<file path="config.mk">
export PLATFORM = sky130hd
export DESIGN_NAME = full_adder_flat
export DESIGN_NICKNAME = d
export VERILOG_FILES = /design/src/rtl/full_adder_if.sv /design/src/rtl/full_adder.sv /design/src/flat_wrapper.sv
export SDC_FILE = /design/constraint.sdc
export NUM_CORES = 1
export LEC_CHECK = 0
export CELL_PAD_IN_SITES_DETAIL_PLACEMENT = 1
export CELL_PAD_IN_SITES_GLOBAL_PLACEMENT = 2
export CORE_AREA = 8 8 45 47
export CTS_CLUSTER_DIAMETER = 40
export DETAILED_ROUTE_END_ITERATION = 16
export DIE_AREA = 0 0 53 55
export PLACE_DENSITY_LB_ADDON = 0.1
export SLEW_MARGIN = 40
export SYNTH_ARGS = -nofsm -noshare
export SYNTH_HDL_FRONTEND = slang
export SYNTH_SLANG_ARGS = --single-unit
</file>
<file path="constraint.sdc">
create_clock -name clk -period 1.9 [get_ports clk]
set_clock_uncertainty 0.15 [all_clocks]
set_input_delay 0.285 -clock clk [delete_from_list [all_inputs] [get_ports clk]]
set_output_delay 0.285 -clock clk [all_outputs]
set_load 0.005 [all_outputs]
</file>
<file path="src/rtl/full_adder_if.sv">
// Operand/result bundle for full_adder: in_valid/A/B/Cin in, out_valid/Sum/Cout out.
// There is no ready signal. A result is accepted on every edge where in_valid=1, and out_valid marks a fresh Sum/Cout.
interface full_adder_if #(
  parameter int WIDTH = 1
);
  logic             in_valid;
  logic [WIDTH-1:0] A;
  logic [WIDTH-1:0] B;
  logic             Cin;
  logic             out_valid;
  logic [WIDTH-1:0] Sum;
  logic             Cout;

  modport master (
    output in_valid, A, B, Cin,
    input  out_valid, Sum, Cout
  );

  modport slave (
    input  in_valid, A, B, Cin,
    output out_valid, Sum, Cout
  );
endinterface

</file>
<file path="src/rtl/full_adder.sv">
// Parameterised ripple-carry adder: {Cout, Sum} = A + B + Cin.
// Results are registered with 1-cycle latency by default; defining FULL_ADDER_COMB_EN makes the outputs purely combinational.
module full_adder #(
  parameter int WIDTH = 1
) (
  input  logic        clk,
  input  logic        rst_n,
  full_adder_if.slave bus
);

  logic [WIDTH:0]   w_carry;
  logic [WIDTH-1:0] w_sum;

  assign w_carry[0] = bus.Cin;

  for (genvar i = 0; i < WIDTH; i++) begin : g_cell
    assign w_sum[i]       = bus.A[i] ^ bus.B[i] ^ w_carry[i];
    assign w_carry[i + 1] = (bus.A[i] & bus.B[i]) | (bus.A[i] & w_carry[i]) |
                            (bus.B[i] & w_carry[i]);
  end

`ifdef FULL_ADDER_COMB_EN
  assign bus.Sum       = w_sum;
  assign bus.Cout      = w_carry[WIDTH];
  assign bus.out_valid = bus.in_valid;
`else
  logic [1:0]       r_rst_sync;
  logic [WIDTH-1:0] r_sum;
  logic             r_cout;
  logic             r_valid;

  // Reset asserts asynchronously. Release is delayed two edges so capture starts cleanly on clk.
  always_ff @(posedge clk or negedge rst_n) begin
    if (!rst_n) begin
      r_rst_sync <= 2'b00;
    end else begin
      r_rst_sync <= {r_rst_sync[0], 1'b1};
    end
  end

  always_ff @(posedge clk or negedge rst_n) begin
    if (!rst_n) begin
      r_sum   <= '0;
      r_cout  <= 1'b0;
      r_valid <= 1'b0;
    end else if (!r_rst_sync[1]) begin
      r_valid <= 1'b0;
    end else if (bus.in_valid) begin
      r_sum   <= w_sum;
      r_cout  <= w_carry[WIDTH];
      r_valid <= 1'b1;
    end else begin
      r_valid <= 1'b0;
    end
  end

  assign bus.Sum       = r_sum;
  assign bus.Cout      = r_cout;
  assign bus.out_valid = r_valid;
`endif

endmodule

</file>
<file path="src/flat_wrapper.sv">
// flat-port wrapper written by rule: the top's interface ports become plain ports
module full_adder_flat 
#(
  parameter int WIDTH = 1
)
  (clk, rst_n, bus_in_valid, bus_A, bus_B, bus_Cin, bus_out_valid, bus_Sum, bus_Cout);
  full_adder_if #(.WIDTH(WIDTH)) bus_i ();
  input  logic clk;
  input  logic rst_n;
  input wire logic [$bits(bus_i.in_valid)-1:0] bus_in_valid;
  input wire logic [$bits(bus_i.A)-1:0] bus_A;
  input wire logic [$bits(bus_i.B)-1:0] bus_B;
  input wire logic [$bits(bus_i.Cin)-1:0] bus_Cin;
  output wire logic [$bits(bus_i.out_valid)-1:0] bus_out_valid;
  output wire logic [$bits(bus_i.Sum)-1:0] bus_Sum;
  output wire logic [$bits(bus_i.Cout)-1:0] bus_Cout;
  assign bus_i.in_valid = bus_in_valid;
  assign bus_i.A = bus_A;
  assign bus_i.B = bus_B;
  assign bus_i.Cin = bus_Cin;
  assign bus_out_valid = bus_i.out_valid;
  assign bus_Sum = bus_i.Sum;
  assign bus_Cout = bus_i.Cout;
  full_adder #(.WIDTH(WIDTH)) u_core (.clk(clk), .rst_n(rst_n), .bus(bus_i));
endmodule
</file>
Word-level counts from Yosys, hierarchy flattened
Index checks and enable logic that the tools add are counted.
W data, S select, Z words.

word-level totals
  memory bits (read-only) = 0
  flip-flop bits (word level) = 5
  memories = 0
  memory bits (writable) = 0
  output and inout port bits = 3
  bits in latches = 0
  bits of input ports = 6
  logic and storage cells = 14

cells by class
  magnitude comparators = 0
  reduce and logical (&&, ||, !) cells = 1
  div/mod/pow operators = 0
  bitwise logic cells = 7
  add/sub/neg operators = 0
  multiplexer cells = 2
  equality and inequality tests = 0
  shift-type cells = 0
  multipliers = 0

operator list
  cell               number
  $and A1 B1 Y1      3
  $mux W1            2
  $or A1 B1 Y1       2
  $reduce_and A2 Y1  1
  $xor A1 B1 Y1      2

Depth between registers and ports, before layout
Gate-level depths: netlist (run 1).

  word-level depth = 3
  mapped depth = 2
  mapped depth without buffers = 2

Worst setup path before layout (run 1)
OpenSTA, ideal clock, no wires.

  kind = input-to-reg
  from = in bus_Cin
  to = reg u_core.r_sum, in the netlist u_core.bus.Sum
  setup time = 0.125 ns
  arrival = 0.998 ns
  setup slack = 0.626 ns
  stages = 2
  path through = fa_1 mux2_4

on the way
  longest elaborated chain between the ends = 1

ends and longest elaborated chain
  what                  line                RTL
  start, declared       flat_wrapper.sv:13  input wire logic [$bits(bus_i.Cin)-1:0] bus_Cin;
  $xor A1 B1 Y1         full_adder.sv:17    assign w_sum[i] = bus.A[i] ^ bus.B[i] ^ w_carry[i];
  end signal, assigned  full_adder.sv:49    r_sum <= w_sum;
  end, declared         full_adder.sv:28    logic [WIDTH-1:0] r_sum;

Every way passes these cells.
A chain may end at the register's enable or synchronous reset.

Worst setup path after layout (run 1)
  from = reg u_core.r_cout, in the netlist u_core.bus.Cout
  to = out bus_Cout

RTL lines
  what                    line                RTL
  start, declared         full_adder.sv:29    logic r_cout;
  start signal, assigned  full_adder.sv:50    r_cout <= w_carry[WIDTH];
  end, declared           flat_wrapper.sv:16  output wire logic [$bits(bus_i.Cout)-1:0] bus_Cout;

No word-level cell between the ends.

==> impl_metrics.json, run 1 <==
{
  "status": "complete, no violations",
  "cts_root_buffer": "clkbuf_4",
  "yosys_warnings": 0,
  "grt_usage_pct": 3.726,
  "ios": 9,
  "r2r_start": "u_core.r_rst_sync[1]",
  "fin_crit_ns": 1.524,
  "routedWlPerCell_um": 10.87,
  "ys_ff_latch": 5,
  "cp_max_fo": 2,
  "clkSinkCount": 5,
  "end_kind": "output pin",
  "antenna_cells": 0,
  "rsz0062_at_grt": "no",
  "seq_power_share_pct": 41.5,
  "setup_viol": 0,
  "gp_congestion": 0.6220,
  "start_util_pct": 13.65,
  "ctsResizeCount": 0,
  "setup_slack_ns": 0.3763,
  "dp_slack_ns": 0.1536,
  "die_area_um2": 2915,
  "max_freq_mhz": 656.3,
  "drc": 0,
  "hold_viol": 0,
  "cpPeakStageDelay_ns": 0.50,
  "synth_area_um2": 188.9,
  "muxShareOfSynthArea_pct": 15.89,
  "grt_pass1_vias": 135,
  "yosys.area_share.simple_pct": 3.311,
  "wl_um": 424,
  "crit_chain": "clkdlybuf4s50_1",
  "cp_num_cells": 1,
  "switching_share_pct": 20.78,
  "synth_nets": 18,
  "cts_buffers": 3,
  "crit_required_ns": 1.46,
  "drive_above_1_share_pct": 26.09,
  "slew_viol_final": 0,
  "power_density_nw_per_um2": 953.2,
  "criticalPathCategory": "reg -> out",
  "p_clk_share_pct": 40.4,
  "core_region_area_um2": 1384,
  "drt-initial-drc-count": 1,
  "start_kind": "flip-flop",
  "syn_inst": 11,
  "vias_per_cell": 3.179,
  "first_pass_iters": 3,
  "clk_pin_slew_ns": 0.04,
  "die_w_um": 53,
  "antenna_found_initial": 0,
  "cts_tree": "done",
  "fin_nets": 31,
  "htreeDepth": 1,
  "clock_latency_ns": 0.24,
  "synth_fa_ha_area_share_pct": 10.60,
  "ant_nets": 0,
  "grt_max_degree": 6,
  "synth_top_family_by_area": "multiplexers",
  "max-clock-path-buffers": 2,
  "grt_pass1_wl_um": 669,
  "max-cap-violations": 0,
  "synth_xor_area_share_pct": 0,
  "worst-r2r-setup-slack_ns": 0.86,
  "netSwitchingPower_mw": 0.06245,
  "fin_crit_sh_pct": 80.20,
  "worst_ep_arrival_time_ns": 1.09,
  "area_growth_pct": 66.89,
  "seq_area_frac_synth_pct": 66.23,
  "min_path_type": "in -> async",
  "synth.distinct_cells": 6,
  "r2r_cells": 2,
  "p_int_mw": 0.2381,
  "p_leak_nw": 0.1444,
  "path_buf_inv": 1,
  "rows": 14,
  "final.setup.tns_ns": 0,
  "hpwl_um": 339.7,
  "path_delay_family": "buffers and inverters",
  "slowest_stage": "clkdlybuf4s50_1",
  "numPortBuffers": 8,
  "synth_compound_area_share_pct": 0,
  "timing.rr.end": "u_core.bus.Cout",
  "post-cts-setup-buffer-count": 0,
  "vias": 124,
  "ir_drop_mv": 0.2585,
  "dieHeight_um": 55,
  "cts_hold_buf": 0,
  "p_comb_share_pct": 18.1,
  "avgSynthCellArea_um2": 17.18,
  "grt-ovfl-total": 0
}
[cells in the final DEF (no fill, tap or decap)]
cell type        count
inv_1                1
clkbuf_1             1
mux2_4               2
conb_1               1
clkdlybuf4s50_1      8
nand2_2              1
dfrtp_1              5
fa_1                 1
clkbuf_4             3
[stage by stage]
stage | area, µm² | power (mW) | hold slack, ns | util (%) | cells
floorplan | 188.9 | 0.1447 | -0.1606 | - | 11
global placement | 289.0 | 0.1821 | 0.1874 | 20.89 | 35
detailed placement | 289.0 | 0.1819 | 0.1911 | 20.89 | 35
CTS | 315.3 | 0.3119 | 0.1304 | 22.78 | 39
global route | 315.3 | 0.3232 | 0.1450 | 22.78 | 39
finish | 315.3 | 0.3005 | 0.1369 | 22.78 | 39
[flip-flops by register name, summed over array words and instances (netlist names)]
signal	count
u_core.bus.out_valid	1
u_core.bus.Cout	1
u_core.r_rst_sync	2
u_core.bus.Sum	1
[kinds of logic after synthesis]
group / count (synthesis)
adders and majority gates: 1
buffers and inverters: 1
DFF: 5
muxes: 2
other: 1
and+or+nand+nor: 1
[power by group through the flow]
| stage | Sequential [mW] | Clock (mW) | Combinational, mW |
|---|---|---|---|
| after detailed placement | 0.127 | 0 | 0.0554 |
| after floorplan | 0.127 | 0 | 0.0178 |
| final | 0.125 | 0.121 | 0.0543 |
| after global routing | 0.126 | 0.138 | 0.0585 |
| after CTS | 0.125 | 0.131 | 0.0557 |
| after global placement | 0.126 | 0 | 0.0562 |
[area by class of cell]
type                    instances  area (µm²)
multi-input cells               5       60.06
repair buffers                  8       80.08
inverters                       1       3.754
well taps                      16       20.02
clock buffers                   4       26.28
fillers                       158        1069
flip-flops and latches          5       125.1
[synthesized netlist by cell type]
library cell / number / share of area (%)
dfrtp_1: 5 / 66
mux2_4: 2 / 16
conb_1: 1 / 2.0
fa_1: 1 / 11
inv_1: 1 / 2.0
nand2_2: 1 / 3.3
[routing by layer]
layer | vias to the layer above | share of wire (%) | GRT usage, %
li1 | 57 | - | -
met3 | 0 | 9.7 | 3.209
met4 | 0 | 0 | 3.879
met2 | 4 | 47 | 4.102
met5 | - | 0 | 0
met1 | 63 | 43 | 3.982
[worst max-delay path by stage]
stage                         start             end
finish              u_core.bus.Cout        bus_Cout
floorplan                   bus_Cin  u_core.bus.Sum
detailed placement          bus_Cin  u_core.bus.Sum
global placement            bus_Cin  u_core.bus.Sum
global route        u_core.bus.Cout        bus_Cout
CTS                 u_core.bus.Cout        bus_Cout
(Power assumes the default switching activity.)
==> run 2, diff against run 1 <==
==> constraint.sdc (replaced) <==
create_clock -name clk -period 1.3 [get_ports clk]
set_clock_uncertainty 0.15 [all_clocks]
set_input_delay 0.195 -clock clk [delete_from_list [all_inputs] [get_ports clk]]
set_output_delay 0.195 -clock clk [all_outputs]
set_load 0.005 [all_outputs]
==> run 2 against run 1 <==
  * Largest cell class unchanged
  * Core utilization fell by 0.54 points
  * Register-to-register slack worse by 0.60 ns
  * Global-route usage down 0.21 points
  * Cell count did not move
  * Combinational power increased by 21%
  * Critical endpoint is now bus_Sum
  * Highest routed layer unchanged
  * Clock power up 45%
  * Power grew 41%
  * Setup slack worse by 0.29 ns
==> impl_metrics.json, run 2 (synthesis gave the netlist of run 1 again) <==
{
  "status": "complete, no violations",
  "routedWlPerCell_um": 10.23,
  "grt_max_degree": 6,
  "max_freq_mhz": 822.5,
  "fin_crit_sh_pct": 93.52,
  "die_area_um2": 2915,
  "min_path_type": "in -> async",
  "post-cts-setup-buffer-count": 0,
  "final.setup.tns_ns": 0,
  "dp_cells": 35,
  "htreeDepth": 1,
  "whs_ns": 0.03440,
  "drc": 0,
  "p_int_mw": 0.3343,
  "rows": 14,
  "hold_viol": 0,
  "p_comb_share_pct": 15.6,
  "vias_per_cell": 3.128,
  "die_w_um": 53,
  "drive_above_1_share_pct": 26.09,
  "crit_chain": "dlygate4sd2_1",
  "drt-initial-drc-count": 2,
  "grt-ovfl-total": 0,
  "antenna_cells": 0,
  "start_kind": "flip-flop",
  "top_register": "u_core.r_rst_sync",
  "worst-r2r-setup-slack_ns": 0.26,
  "wl_um": 399,
  "setup_viol": 0,
  "cpPeakStageDelay_ns": 0.37,
  "fin_nets": 31,
  "start_util_pct": 13.65,
  "seq_power_share_pct": 42.9,
  "path_delay_family": "flip-flops",
  "gp_congestion": 0.6164,
  "clk_pin_slew_ns": 0.04,
  "grt_pass1_vias": 140,
  "slew_viol_final": 0,
  "clkSinkCount": 5,
  "cts_buffers": 3,
  "fin_crit_ns": 1.216,
  "multi_input_area_um2": 60.06,
  "first_pass_iters": 2,
  "cts_root_buffer": "clkbuf_4",
  "ir_drop_mv": 0.5464,
  "switching_share_pct": 21.17,
  "layout_common_cells": "6 x dlygate4sd2_1, 5 x dfrtp_1, 3 x clkbuf_4",
  "register_area_um2": 125.1,
  "ant_nets": 0,
  "path_buf_inv": 1,
  "layout_commonest_cell": "dlygate4sd2_1",
  "largest_register_ffs": 2,
  "p_leak_nw": 0.1545,
  "crit_required_ns": 0.95,
  "power.total_mw": 0.4240,
  "ctsResizeCount": 6,
  "end_kind": "output pin",
  "numPortBuffers": 8,
  "dieHeight_um": 55,
  "area_growth_pct": 62.91,
  "grt_pass1_wl_um": 607,
  "antenna_found_initial": 0,
  "vias": 122,
  "p_clk_share_pct": 41.6,
  "cts_hold_buf": 0,
  "ios": 9,
  "fin_cells": 39,
  "power_density_nw_per_um2": 1378,
  "clock_latency_ns": 0.24,
  "max-clock-path-buffers": 2,
  "core_region_area_um2": 1384,
  "cts_tree": "done",
  "hpwl_um": 316,
  "worst_ep_arrival_time_ns": 0.87,
  "rsz0062_at_grt": "no",
  "grt_usage_pct": 3.513,
  "nFillCells": 154,
  "slowest_stage": "dfrtp_1",
  "max-cap-violations": 0,
  "netSwitchingPower_mw": 0.08976,
  "cp_max_fo": 2,
  "criticalPathCategory": "reg -> out"
}
run 2: cell count changes in the layout (fill, tap and decap cells not counted), sizes merged:
cell / previous run / this run
clkdlybuf4s50: 8 / 2
dlygate4sd2: 0 / 6
run 2: stage by stage:
stage / util [%] / worst slack, ns / area, µm²
floorplan: - / 0.1164 / 188.9
global placement: 20.89 / -0.3419 / 289.0
detailed placement: 20.89 / -0.3482 / 289.0
CTS: 22.24 / 0.06624 / 307.8
global route: 22.24 / 0.04423 / 307.8
finish: 22.24 / 0.08419 / 307.8
run 2: worst paths after layout:
check / from / depth (start not counted) / end
worst max-delay path: u_core.bus.Sum / 1 / bus_Sum
worst min-delay path: rst_n / 1 / u_core.bus.Sum
worst max register to register: u_core.r_rst_sync[1] / 2 / u_core.bus.Cout
worst min register to register: u_core.r_rst_sync[0] / 0 / u_core.r_rst_sync[1]
max in group asynchronous: rst_n / 1 / u_core.r_rst_sync[0]
min in group clk: u_core.r_rst_sync[0] / 0 / u_core.r_rst_sync[1]
run 2: final cells by class:
type,count,area share (%)
sequential,5,40.65
multi-input combinational,5,19.51
timing repair buffer,8,23.58
tap,16,6.504
inverter,1,1.220
clock buffer,4,8.537
run 2: worst reg2reg max path: cells and delay by family (launching register included):
| kind | cells | cell delay [ns] |
|---|---|---|
| multiplexers | 1 | 0.30 |
| AND/OR/NAND/NOR | 1 | 0.10 |
| flip-flops | 1 | 0.36 |
run 2: routing by layer:
metal	GRT usage (%)	share of wire, %
met1	2.615	41
met2	4.883	45
met3	5.080	15
met4	1.293	0
met5	0	0
run 2: power by group through the flow:
stage / clock [mW] / sequential [mW] / combinational [mW]
2_1_floorplan: 0 / 0.186 / 0.0260
3_3_place_gp: 0 / 0.184 / 0.0810
3_5_place_dp: 0 / 0.185 / 0.0809
4_1_cts: 0.190 / 0.182 / 0.0680
5_1_grt: 0.201 / 0.184 / 0.0726
6_report: 0.176 / 0.182 / 0.0659
